$ cat config.mk
export PLATFORM = sky130hd
export DESIGN_NAME = seven_seg_capture_flat
export DESIGN_NICKNAME = d
export VERILOG_FILES = /design/src/rtl/seven_seg_capture_pkg.sv /design/src/rtl/seven_seg_capture_if.sv /design/src/rtl/seven_seg_capture_unhex.sv /design/src/rtl/seven_seg_capture.sv /design/src/flat_wrapper.sv
export SDC_FILE = /design/constraint.sdc
export NUM_CORES = 1
export LEC_CHECK = 0
export BUFFER_PORTS_ARGS = -buffer_cell sky130_fd_sc_hd__buf_2
export CORE_ASPECT_RATIO = 0.5
export CORE_MARGIN = 4
export CORE_UTILIZATION = 50
export DETAILED_ROUTE_END_ITERATION = 10
export GPL_ROUTABILITY_DRIVEN = 0
export PLACE_DENSITY = 0.68
export SKIP_CTS_REPAIR_TIMING = 1
export SLEW_MARGIN = 20
export SYNTH_ARGS = -nofsm -noshare
export SYNTH_HDL_FRONTEND = slang
export SYNTH_HIERARCHICAL = 1
export SYNTH_SLANG_ARGS = --single-unit
$ cat constraint.sdc
create_clock -name clk -period 3.2 [get_ports clk]
set_input_delay 0.48 -clock clk [delete_from_list [all_inputs] [get_ports clk]]
set_output_delay 0.48 -clock clk [all_outputs]
set_load 0.01 [all_outputs]
$ cat src/rtl/seven_seg_capture_pkg.sv
// Shared display package: hex segment table, digit-select bit index and the
// capture FSM state encoding. The display driver imports the same package,
// so both sides always agree on the segment layout.
package seven_seg_capture_pkg;

  // Bit of the display bus that selects the digit: 0 = MSB digit, 1 = LSB digit.
  localparam int SEL_BIT = 7;

  // Active-high segment patterns g..a for hex digits 0..F, indexed by nibble.
  localparam logic [6:0] HEX_SEG [16] = '{
    7'b0111111, 7'b0000110, 7'b1011011, 7'b1001111,
    7'b1100110, 7'b1101101, 7'b1111101, 7'b0000111,
    7'b1111111, 7'b1101111, 7'b1110111, 7'b1111100,
    7'b0111001, 7'b1011110, 7'b1111001, 7'b1110001
  };

  typedef enum logic [1:0] {
    ST_HUNT   = 2'd0,
    ST_SETTLE = 2'd1,
    ST_HOLD   = 2'd2
  } cap_state_e;

endpackage

$ cat src/rtl/seven_seg_capture_if.sv
// Bus bundle between a multiplexed seven-segment display and the capture block.
//   seg_in     : [6:0] active-low segments g..a, [7] digit select
//   dout       : last captured two-digit value, MSB nibble in [7:4]
//   dout_valid : one-cycle pulse when dout takes a new value
//   dout_err   : one-cycle pulse on an undecodable segment pattern
//   locked     : high while valid frames are being received
// master = side that drives the display bus, slave = the capture block.
interface seven_seg_capture_if;
  logic [7:0] seg_in;
  logic [7:0] dout;
  logic       dout_valid;
  logic       dout_err;
  logic       locked;

  modport master (output seg_in, input dout, dout_valid, dout_err, locked);
  modport slave  (input seg_in, output dout, dout_valid, dout_err, locked);
endinterface

$ cat src/rtl/seven_seg_capture_unhex.sv
// Combinational pattern-to-nibble decode.
//   pattern : 7-bit active-high segment pattern g..a
//   nibble  : hex value of the pattern (0 when invalid)
//   valid   : pattern matches an entry of the hex segment table
module seven_seg_unhex
  import seven_seg_capture_pkg::*;
(
  input  logic [6:0] pattern,
  output logic [3:0] nibble,
  output logic       valid
);

  // Table entries are unique, so at most one iteration matches.
  always_comb begin
    nibble = 4'h0;
    valid  = 1'b0;
    for (int i = 0; i < 16; i++) begin
      if (pattern == HEX_SEG[i]) begin
        nibble = 4'(i);
        valid  = 1'b1;
      end
    end
  end

endmodule

$ cat src/rtl/seven_seg_capture.sv
// Captures a two-digit hex value from a multiplexed seven-segment display bus.
// The bus is synchronized, each stable digit is sampled once it has been
// unchanged for SETTLE cycles, and MSB-then-LSB pairs form a frame.
//   clk    : single clock, rising edge
//   resetn : asynchronous active-low reset
//   bus    : seven_seg_capture_if.slave (seg_in in; dout, dout_valid,
//            dout_err, locked out)
module seven_seg_capture
  import seven_seg_capture_pkg::*;
#(
  parameter int SETTLE  = 4,
  parameter int TIMEOUT = 4096
) (
  input  logic                clk,
  input  logic                resetn,
  seven_seg_capture_if.slave  bus
);

  localparam int SCNT_W = $clog2(SETTLE + 1);
  localparam int TCNT_W = $clog2(TIMEOUT + 1);

  logic [7:0]        sync1_q, sync1_d, sync2_q, sync2_d, prev_q, prev_d;
  cap_state_e        state_q, state_d;
  logic [SCNT_W-1:0] scnt_q, scnt_d;
  logic [TCNT_W-1:0] tcnt_q, tcnt_d;
  logic [3:0]        msb_q, msb_d;
  logic              have_msb_q, have_msb_d;
  logic              first_q, first_d;
  logic [7:0]        dout_q, dout_d;
  logic              dout_valid_q, dout_valid_d;
  logic              dout_err_q, dout_err_d;
  logic              locked_q, locked_d;

  logic [3:0]        unhex_nib;
  logic              unhex_valid;
  logic              change, sample, expire;
  logic [7:0]        frame;

  seven_seg_unhex u_unhex (
    .pattern (~sync2_q[6:0]),
    .nibble  (unhex_nib),
    .valid   (unhex_valid)
  );

  // prev_q holds the synchronized bus one cycle back, giving the change strobe.
  assign change = (sync2_q != prev_q);
  assign sample = (state_q == ST_SETTLE) && !change &&
                  (scnt_q == SCNT_W'(SETTLE - 1));
  // A bus change in the expiry cycle wins: expire is masked by change.
  assign expire = !change && (tcnt_q == TCNT_W'(TIMEOUT - 1));
  assign frame  = {msb_q, unhex_nib};

  always_comb begin
    sync1_d      = bus.seg_in;
    sync2_d      = sync1_q;
    prev_d       = sync2_q;
    state_d      = state_q;
    scnt_d       = scnt_q;
    msb_d        = msb_q;
    have_msb_d   = have_msb_q;
    first_d      = first_q;
    dout_d       = dout_q;
    dout_valid_d = 1'b0;
    dout_err_d   = 1'b0;
    locked_d     = locked_q;

    // Saturating idle counter; never wraps back into a spurious expiry.
    if (change)
      tcnt_d = '0;
    else if (tcnt_q != TCNT_W'(TIMEOUT))
      tcnt_d = tcnt_q + TCNT_W'(1);
    else
      tcnt_d = tcnt_q;

    case (state_q)
      ST_SETTLE: begin
        if (change)
          scnt_d = '0;
        else if (sample)
          state_d = ST_HOLD;
        else
          scnt_d = scnt_q + SCNT_W'(1);
      end
      default: begin
        if (change) begin
          state_d = ST_SETTLE;
          scnt_d  = '0;
        end
      end
    endcase

    if (sample) begin
      if (!unhex_valid) begin
        dout_err_d = 1'b1;
        have_msb_d = 1'b0;
      end else if (!sync2_q[SEL_BIT]) begin
        msb_d      = unhex_nib;
        have_msb_d = 1'b1;
      end else if (have_msb_q) begin
        // LSB without a preceding MSB falls through and is dropped.
        have_msb_d = 1'b0;
        locked_d   = 1'b1;
        if (first_q || (frame != dout_q)) begin
          dout_d       = frame;
          dout_valid_d = 1'b1;
          first_d      = 1'b0;
        end
      end
    end

    if (expire) begin
      locked_d   = 1'b0;
      state_d    = ST_HUNT;
      have_msb_d = 1'b0;
    end
  end

  always_ff @(posedge clk or negedge resetn) begin
    if (!resetn) begin
      sync1_q      <= '0;
      sync2_q      <= '0;
      prev_q       <= '0;
      state_q      <= ST_HUNT;
      scnt_q       <= '0;
      tcnt_q       <= '0;
      msb_q        <= '0;
      have_msb_q   <= 1'b0;
      first_q      <= 1'b1;
      dout_q       <= '0;
      dout_valid_q <= 1'b0;
      dout_err_q   <= 1'b0;
      locked_q     <= 1'b0;
    end else begin
      sync1_q      <= sync1_d;
      sync2_q      <= sync2_d;
      prev_q       <= prev_d;
      state_q      <= state_d;
      scnt_q       <= scnt_d;
      tcnt_q       <= tcnt_d;
      msb_q        <= msb_d;
      have_msb_q   <= have_msb_d;
      first_q      <= first_d;
      dout_q       <= dout_d;
      dout_valid_q <= dout_valid_d;
      dout_err_q   <= dout_err_d;
      locked_q     <= locked_d;
    end
  end

  assign bus.dout       = dout_q;
  assign bus.dout_valid = dout_valid_q;
  assign bus.dout_err   = dout_err_q;
  assign bus.locked     = locked_q;

endmodule

$ cat src/flat_wrapper.sv
// flat-port wrapper written by rule: the top's interface ports become plain ports
module seven_seg_capture_flat import seven_seg_capture_pkg::*;
#(
  parameter int SETTLE  = 4,
  parameter int TIMEOUT = 4096
)
  (clk, resetn, bus_seg_in, bus_dout, bus_dout_valid, bus_dout_err, bus_locked);
  seven_seg_capture_if bus_i ();
  input  logic clk;
  input  logic resetn;
  input wire logic [$bits(bus_i.seg_in)-1:0] bus_seg_in;
  output wire logic [$bits(bus_i.dout)-1:0] bus_dout;
  output wire logic [$bits(bus_i.dout_valid)-1:0] bus_dout_valid;
  output wire logic [$bits(bus_i.dout_err)-1:0] bus_dout_err;
  output wire logic [$bits(bus_i.locked)-1:0] bus_locked;
  assign bus_i.seg_in = bus_seg_in;
  assign bus_dout = bus_i.dout;
  assign bus_dout_valid = bus_i.dout_valid;
  assign bus_dout_err = bus_i.dout_err;
  assign bus_locked = bus_i.locked;
  seven_seg_capture #(.SETTLE(SETTLE), .TIMEOUT(TIMEOUT)) u_core (.clk(clk), .resetn(resetn), .bus(bus_i));
endmodule
* Word level (Yosys, flattened, before mapping)
Cells that the tools add are included.
Storage, ports and cells: register bits after elaboration 59, bits of input ports 10, logic and storage cells 117
Operators by class: add/subtract/negate cells 2, equality and inequality tests 24, multiplexer cells 58, bitwise gates (word level) 2, reductions and logical operators 18
Operators with widths (count):
- 7-bit equality test (second input constant) | 12
- 4-bit 2-to-1 mux | 14
- 1-bit 2-to-1 mux | 33
- 13-bit 2-to-1 mux | 2
- 8-bit inequality test | 2
- 7-bit by 3-bit equality test with 1-bit output (second input constant) | 2
- 7-bit by 6-bit equality test with 1-bit output (second input constant) | 2
- 13-bit by 1-bit adder with 13-bit output (second input constant) | 1
- 13-bit by 12-bit equality test with 1-bit output (second input constant) | 1
- 13-bit inequality test (second input constant) | 1
- 3-bit 2-to-1 mux | 4
- 2-bit nonzero test | 6
- 2-bit 2-to-1 mux | 5
- 7-bit NOT | 1
- 3-bit AND reduction | 2
- 3-bit nonzero test | 2
- 5-bit AND reduction | 1
- 4-bit AND reduction | 1
- 3-bit by 1-bit adder with 3-bit output (second input constant) | 1
- 3-bit by 2-bit equality test with 1-bit output (second input constant) | 1
- 1-bit logical AND | 3
- 3-bit inequality test (second input constant) | 1
- 2-bit by 1-bit equality test with 1-bit output (second input constant) | 1
- 2-bit by 1-bit inequality test with 1-bit output (second input constant) | 1
- 4 further kinds | 4

* Longest topological paths before layout
Gate-level depths: netlist (run 1).
depth in word-level cells 24, gate-level depth with buffers 11, gate-level depth less buffers 10

* Modules after synthesis
The synthesis (run 1) kept the hierarchy.
By module, submodules not included:
- seven_seg_capture | times used 1, cells each 188, area each 2354.8 µm², sequential area each 1477.7 µm²
- seven_seg_unhex | times used 1, cells each 61, area each 415.4 µm², sequential area each 0.0 µm²

* Worst setup path after synthesis (run 1)
Ideal clock, no wire load.
path kind flip-flop to flip-flop, start point register u_core.sync2_q[5] (netlist: u_core/prev_d[5]), end point register u_core.dout_q[4] (netlist: u_core/bus.dout[4]), library setup time 0.125 ns, arrival 2.356 ns, required time 3.075 ns, path slack 0.719 ns, stages on the path, launching flop included 12, buffers on the path 1, path through dfrtp_1 -> inv_1 -> buf_6 -> or3_4 -> nor3_4 -> a2111oi_1 -> nand3_1 -> nand4b_1 -> nor2_1 -> nand4_2 -> a31oi_1 -> mux2_2
Between the ends: elaborated cells on any way between the ends 55
RTL lines:
- start, declared | line seven_seg_capture.sv:22 | logic [7:0] sync1_q, sync1_d, sync2_q, sync2_d, prev_q, prev_d;
- start signal, assigned | line seven_seg_capture.sv:135 | sync2_q <= sync2_d;
- 7-bit NOT (*) | line seven_seg_capture.sv:40 | .pattern (~sync2_q[6:0]),
- 7-bit by 6-bit equality test with 1-bit output | line seven_seg_capture_unhex.sv:18 | if (pattern == HEX_SEG[i]) begin
- 1-bit 2-to-1 mux (15 in a row) | line seven_seg_capture_unhex.sv:18
- 1-bit 2-to-1 mux (*) | line seven_seg_capture_unhex.sv:18
- via u_core.unhex_valid | line seven_seg_capture.sv:35 | logic unhex_valid;
- 5-bit AND reduction (no source line) (*)
- end signal, assigned | line seven_seg_capture.sv:143 | dout_q <= dout_d;
- end, declared | line seven_seg_capture.sv:29 | logic [7:0] dout_q, dout_d;
The timed path passes the listed nets; every way through them passes the cells marked *. A chain may end at the register's enable or synchronous reset.

* Worst setup path after layout (run 1)
start point register u_core.sync2_q[6] (netlist: u_core/prev_d[6]), end point register u_core.dout_q[4] (netlist: u_core/bus.dout[4])
The elaborated chain is that of the path after synthesis.

==> out/results.ini, run 1 <==
[outcome]
status = finished, final reports clean

[drt]
drt_iter0_drc = 83
vias = 1885
vias_per_cell = 5.39
antenna_left = 0
wl_per_cell_um = 14.8
drc_errors = 0
wirelength_mm = 5.17
dr.pass1.iters = 4

[global_routing]
antenna_found_initial = 0
grt_pass1_wl_mm = 9.00
met2_usage_pct = 27.4
grt_overflow_total = 0
top_usage_layer = met2
met1_usage_pct = 22.5
track_usage_pct = 17.4
grtUsageMet3_pct = 5.68
grt_max_degree = 44
first_global_vias = 1904

[layout]
ff_latch_area_sq_um = 1480
final_cell_mix = 58 x dfrtp_1, 28 x nor2_1, 24 x xor2_1, 20 x buf_2, 16 x nand2_1
area_growth_pct = 14.5
antenna_cells = 0
finalNetCount = 289
multi_input_area_sq_um = 1180
n_fill_cell = 412
final_common_cell = dfrtp_1
layout-drive-gt1-share_pct = 23.2

[timing]
setup_viol = 0
slew_violations = 0
tns_ps = 0
fmax_ghz = 0.369
finalWorstSetupSlack_ps = 487
min_period_ps = 2710
grt_setup_unrepaired = no
worstMarginPinSlew_ps = 579
clock_skew_ps = 9.54
relSlewSlack_pct = 61.3
fin_crit_sh_pct = 84.8
hold_viol = 0

[critical_path]
r2r_start = u_core/prev_d[6]
worstSetupPathType = reg2reg
crit_path_max_fanout = 12
rr_worst_depth = 10
setup.worst_path.end_class = flop
critical_path_arrival_ps = 2930
start_kind = flop
rr_endpoint = u_core/bus.dout[4]
reg2reg_slack_ps = 490
cp.required_ps = 3410
setup.worst_path.end = u_core/bus.dout[4]
crit_start = u_core/prev_d[6]

[synth]
synth_area_sq_um = 2770
synthCells = 249
synthesis.nets = 263
synth-edff-count = 0
ys_seq_area_share_pct = 53.3
ys_warn_count = 6
ys_seq_elements = 59
synth_cell_type_count = 49
async_flop_share_pct = 100
ys.flop_type = dfrtp_1
avgSynthCellArea_sq_um = 11.1

[die]
pin_count = 21
die-area_sq_um = 6870
initial_utilization_pct = 53.9
fp.dieH_um = 60.6
die-width_um = 113
row_count = 18
core_sq_um = 5130

[pwr]
powerDensity_nw_per_um2 = 517
ir_worst_vdd_v = 0.000273
p_leak_nw = 1.51

[clock_network]
cts_buffers = 9
clockRootBuffer = clkbuf_8
cts.path.max_buffers = 2
clk_latency_ps = 330
cts_tree = built
htreeDepth = 3
clk_pin_slew_ps = 70
cts_sinks = 59

[flow_run]
drv_cap = 0

[min_path]
hp-class = in2async

[placement]
post-dp-hpwl_mm = 3.42
place_ws_ps = 565
port-buffer-count = 20

## cell families after synthesis
logic type,synth area share (%)
AO/OA/AOI/OAI,5.69
XOR/XNOR,9.80
adder cells (fa/ha/maj),1.81
buffers and inverters,4.02
flip-flops,53.3
multiplexers,6.59
AND/OR/NAND/NOR,18.7
## worst max-delay path: stages, from the launching register on
cell and delay (ps):
dfrtp_1 410, inv_1 350, nand3b_1 160, nor3b_1 290, a32oi_1 170, nand3_1 140, nand4b_1 160, nor2_1 160
nand4_2 140, a31oi_1 260, mux2_2 360
## where the power goes
group / switching (mW) / leakage, nW / internal [mW]
clock network: 0.304 / 0.112 / 0.483
logic: 0.0558 / 0.636 / 0.0277
registers: 0.00950 / 0.760 / 0.761
total: 0.369 / 1.51 / 1.27
## layout make-up
type / instances / area share (%)
clock buffers: 11 / 4.77
clock inverters: 5 / 2.64
inverters: 13 / 1.54
multi-input cells: 168 / 37.2
flip-flops and latches: 59 / 46.6
well taps: 70 / 2.76
repair buffers: 24 / 4.50
## synthesized netlist by cell type, types with 2 or more instances
library cell	number	area [sq um]
dfrtp_1	58	1450
nor3_1	8	40.0
a21oi_1	4	20.0
mux2_4	4	60.1
nor3b_1	2	15.0
o211ai_1	2	15.0
clkbuf_1	2	7.51
inv_1	13	48.8
nand2_2	2	12.5
or3_4	2	22.5
nand2b_1	2	12.5
ha_1	4	50.1
nor4b_1	4	35.0
buf_4	3	22.5
nand3b_1	3	22.5
o21ai_0	3	15.0
nor4_1	3	18.8
mux2_2	10	113
buf_2	2	10.0
a211oi_1	3	22.5
nor2_1	28	105
nand3_1	12	60.1
o21ai_1	4	20.0
nand2_1	16	60.1
buf_6	2	22.5
xor2_1	24	210
xnor2_1	7	61.3
## metal layers
metal,up-vias,part of all wire (%)
met1,906,49
met3,16,5.4
met4,0,2.2
met5,-,0
met2,57,44
li1,906,-
## flip-flops by register name, indices dropped and copies added (netlist names), 2 cells and up
signal,count
u_core/bus.dout,8
u_core/msb_q,4
u_core/prev_d,8
u_core/prev_q,8
u_core/scnt_q,3
u_core/state_q,2
u_core/sync1_q,8
u_core/tcnt_q,13
## worst min-delay path by stage
| stage | endpoint | from | slack [ps] | cells past startpoint |
|---|---|---|---|---|
| 2_1_floorplan | u_core/bus.dout[0] | resetn | 180 | 0 |
| 4_1_cts | u_core/sync1_q[7] | bus_seg_in[7] | 230 | 1 |
| 3_3_place_gp | u_core/prev_d[3] | u_core/sync1_q[3] | 330 | 0 |
| 3_5_place_dp | u_core/prev_d[2] | u_core/sync1_q[2] | 330 | 0 |
| 6_report | u_core/bus.dout[7] | resetn | 70 | 1 |
| 5_1_grt | u_core/msb_q[2] | resetn | 80 | 1 |
## metrics by stage
step	cell area, sq um	cells	hold slack (ps)	power (mW)	utilization (%)
finish	3170	350	66.2	1.64	61.8
global route	3170	350	84.5	1.71	61.8
CTS	3150	349	228	1.66	61.4
detailed placement	2920	333	335	0.865	56.8
global placement	2920	333	333	0.861	56.8
floorplan	2770	249	184	0.837	-
Power figures use the tool's default switching activity.
==> run 2, diff against run 1 <==
ABC_AREA = 1   (was unset)
PLACE_DENSITY = 0.71   (was 0.68)
clock period = 2.3 ns   (was 3.2 ns; I/O delays follow)
==> run 2 against run 1 <==
  * Area after synthesis is 2.8% higher
  * Die area is 2.6% higher
  * Maximum frequency up 23%
  * Cell count up 30%
  * First-iteration DRC count up 130%
  * Power increased by 60%
  * Critical path depth is 6 higher
==> out/results.ini, run 2 <==
[synth]
synthTopCellsByCount = 74 x nand2_1, 58 x dfrtp_1, 52 x inv_1  ; was 58 x dfrtp_1, 28 x nor2_1, 24 x xor2_1
synth.most_common_cell = nand2_1  ; was dfrtp_1
synthSimpleGateAreaFrac_pct = 28.1  ; was 18.7%
synth_cell_type_count = 36  ; was 49
synthesis.nets = 346  ; was 263
synth_top_cells_by_area = dfrtp_1 51%, nand2_1 9.7%, inv_1 6.9%  ; was dfrtp_1 52%, xor2_1 7.6%, mux2_2 4.1%
synth_area_sq_um = 2850  ; was 2770 sq um
synth-edff-count = 0  ; unchanged
synth-compound-area-share_pct = 7.47  ; was 5.69%
async_flop_share_pct = 100  ; unchanged
yosysTopAreaCell = dfrtp_1  ; unchanged
synth.area.mux_share_pct = 0  ; was 6.59%
ys_seq_area_share_pct = 51.9  ; was 53.3%
ys_warn_count = 6  ; unchanged
synth-xor-area-share_pct = 2.15  ; was 9.80%
ys_seq_elements = 59  ; unchanged
synthCells = 332  ; was 249
synth_top_family_by_area = simple AND/OR/NAND/NOR gates  ; unchanged
yosys.area.top_type_share_pct = 50.9  ; was 52.4%
synth_adder_area_share_pct = 1.76  ; was 1.81%
ys.flop_type = dfrtp_1  ; unchanged
avgSynthCellArea_sq_um = 8.58  ; was 11.1 sq um

[clock_network]
clk_pin_slew_ps = 50  ; was 70 ps
htreeDepth = 3  ; unchanged
cts_tree = built  ; unchanged
cts_buffers = 9  ; unchanged
cts_sinks = 59  ; unchanged
clockRootBuffer = clkbuf_16  ; was clkbuf_8
cts.path.max_buffers = 2  ; unchanged
clk_latency_ps = 320  ; was 330 ps

[global_routing]
track_usage_pct = 17.7  ; was 17.4%
antenna_found_initial = 0  ; unchanged
grt_pass1_wl_mm = 9.56  ; was 9.00 mm
met1_usage_pct = 20.9  ; was 22.5%
met2_usage_pct = 30.9  ; was 27.4%
grtUsageMet3_pct = 5.89  ; was 5.68%
grt_overflow_total = 0  ; unchanged
top_usage_layer = met2  ; unchanged
first_global_vias = 2213  ; was 1904
grt_max_degree = 60  ; was 44

[timing]
hold_viol = 0  ; unchanged
setup_viol = 0  ; unchanged
relSlewSlack_pct = 52.6  ; was 61.3%
fin_crit_sh_pct = 95.8  ; was 84.8%
clock_skew_ps = 6.97  ; was 9.54 ps
fmax_ghz = 0.454  ; was 0.369 GHz
finalWorstSetupSlack_ps = 95.6  ; was 487 ps
min_period_ps = 2200  ; was 2710 ps
grt_setup_unrepaired = yes  ; was no
slew_violations = 0  ; unchanged
holdWs_ps = 126  ; was 66.2 ps
worstMarginPinSlew_ps = 711  ; was 579 ps

[die]
initial_utilization_pct = 51.9  ; was 53.9%
pin_count = 21  ; unchanged
die-area_sq_um = 7040  ; was 6870 sq um
core_sq_um = 5490  ; was 5130 sq um
fp.dieH_um = 61.4  ; was 60.6 um
row_count = 19  ; was 18
die-width_um = 115  ; was 113 um

[critical_path]
start_kind = flop  ; unchanged
reg2reg_slack_ps = 100  ; was 490 ps
r2r_start = u_core/prev_d[0]  ; was u_core/prev_d[6]
crit_path_max_fanout = 8  ; was 12
critical_path_arrival_ps = 2410  ; was 2930 ps
rr_endpoint = u_core/bus.dout[1]  ; was u_core/bus.dout[4]
rr_worst_depth = 16  ; was 10
cp.required_ps = 2510  ; was 3410 ps
worstSetupPathType = reg2reg  ; unchanged
setup.worst_path.end_class = flop  ; unchanged

[pwr]
powerDensity_nw_per_um2 = 738  ; was 517 nW/um^2
ir_worst_vdd_v = 0.000433  ; was 0.000273 V
p_leak_nw = 1.79  ; was 1.51 nW

[layout]
finalInstanceArea_sq_um = 3560  ; was 3170 sq um
final_common_cell = nand2_1  ; was dfrtp_1
ff_latch_area_sq_um = 1480  ; unchanged
multi_input_area_sq_um = 1220  ; was 1180 sq um
area_growth_pct = 25.0  ; was 14.5%
n_fill_cell = 420  ; was 412
finalNetCount = 392  ; was 289
antenna_cells = 0  ; unchanged
largest_reg_flops = 13  ; unchanged
regMostFlops = u_core/tcnt_q  ; unchanged
final_cell_mix = 69 x nand2_1, 58 x dfrtp_1, 43 x inv_1, 20 x buf_2, 19 x nor2_1  ; was 58 x dfrtp_1, 28 x nor2_1, 24 x xor2_1, 20 x buf_2, 16 x nand2_1
utilization_pct = 64.8  ; was 61.8%
fin_cells = 456  ; was 350
layout-drive-gt1-share_pct = 28.2  ; was 23.2%

[placement]
post-dp-hpwl_mm = 3.99  ; was 3.42 mm
place_ws_ps = 91.0  ; was 565 ps
placed_cells = 428  ; was 333
dpl_cell_area_sq_um = 3060  ; was 2920 sq um
port-buffer-count = 20  ; unchanged

[min_path]
min-delay-start = bus_seg_in[2]
hp-class = in2reg  ; was in2async
holdPathStages = 1
holdPathEnd = u_core/sync1_q[2]

[drt]
wirelength_mm = 5.97  ; was 5.17 mm
wl_per_cell_um = 13.1  ; was 14.8 um
dr.pass1.iters = 4  ; unchanged
vias = 2346  ; was 1885
drc_errors = 0  ; unchanged
drt_iter0_drc = 188  ; was 83
antenna_left = 0  ; unchanged
vias_per_cell = 5.14  ; was 5.39

[flow_run]
drv_cap = 0  ; unchanged

[outcome]
status = finished, final reports clean  ; unchanged

[run 2: cell count changes in the layout (fill, tap and decap cells not counted), sizes merged, moves of 5 or more]
cell	delta
nand4	+11
xor2	-22
nand3	+10
a21oi	+11
nand2	+61
mux2	-14
inv	+46
nor2	+6
o21ai	+5
buf	+12
[run 2: where the power goes]
part | switching [mW] | leakage [nW] | total (mW) | internal [mW]
sequential | 0.0140 | 0.760 | 1.08 | 1.06
combinational | 0.0905 | 0.883 | 0.143 | 0.0529
clock | 0.460 | 0.149 | 1.41 | 0.949
total | 0.565 | 1.79 | 2.63 | 2.06
[run 2: logic make-up after synthesis]
logic type,Yosys count
XOR/XNOR,7
buffers and inverters,62
AO/OA/AOI/OAI,37
adder cells (fa/ha/maj),4
flip-flops,59
AND/OR/NAND/NOR,163
[run 2: critical path, stage by stage (launching register included)]
cell and delay, ps:
dfrtp_1 400, inv_2 120, inv_2 60, nand2_2 100
nor2_2 60, nand2_1 80, nand3_1 80, o21bai_1 150
nand4_1 140, inv_1 100, or2_2 120, nand3_2 80
nor2_4 130, nand3_2 130, buf_6 170, nand4_1 90
nand2_1 70
[run 2: cell type report]
| class | count | area share, % |
|---|---|---|
| Clock buffer | 10 | 6.43 |
| Tap cell | 73 | 2.57 |
| Clock inverter | 6 | 2.49 |
| Sequential cell | 59 | 41.5 |
| Inverter | 60 | 6.39 |
| Multi-Input combinational cell | 212 | 34.2 |
| Timing Repair Buffer | 36 | 6.39 |
[run 2: worst max path at each step]
stage / depth (start not counted) / start / end / slack (ps)
6_report: 16 / u_core/prev_d[0] / u_core/bus.dout[1] / 100
5_1_grt: 17 / u_core/prev_d[0] / u_core/bus.dout[3] / -90
4_1_cts: 15 / u_core/prev_d[3] / u_core/bus.dout[1] / 70
3_5_place_dp: 15 / u_core/prev_d[3] / u_core/bus.dout[1] / 90
3_3_place_gp: 15 / u_core/prev_d[3] / u_core/bus.dout[6] / 150
2_1_floorplan: 15 / u_core/prev_d[3] / u_core/bus.dout[0] / 270
[run 2: stage by stage]
step	TNS, ps	power (mW)
final	0	2.63
after global routing	-701	2.72
after CTS	0	2.62
after detailed placement	0	1.20
after global placement	0	1.20
after floorplan	0	1.15
[run 2: per-layer routing]
| layer | vias to the layer above | share of wire [%] | wire length [um] |
|---|---|---|---|
| met5 | - | 0 | 0 |
| met4 | 0 | 1.2 | 74 |
| met3 | 10 | 5.0 | 300 |
| met2 | 58 | 49 | 2900 |
| met1 | 1130 | 45 | 2690 |
| li1 | 1148 | - | - |
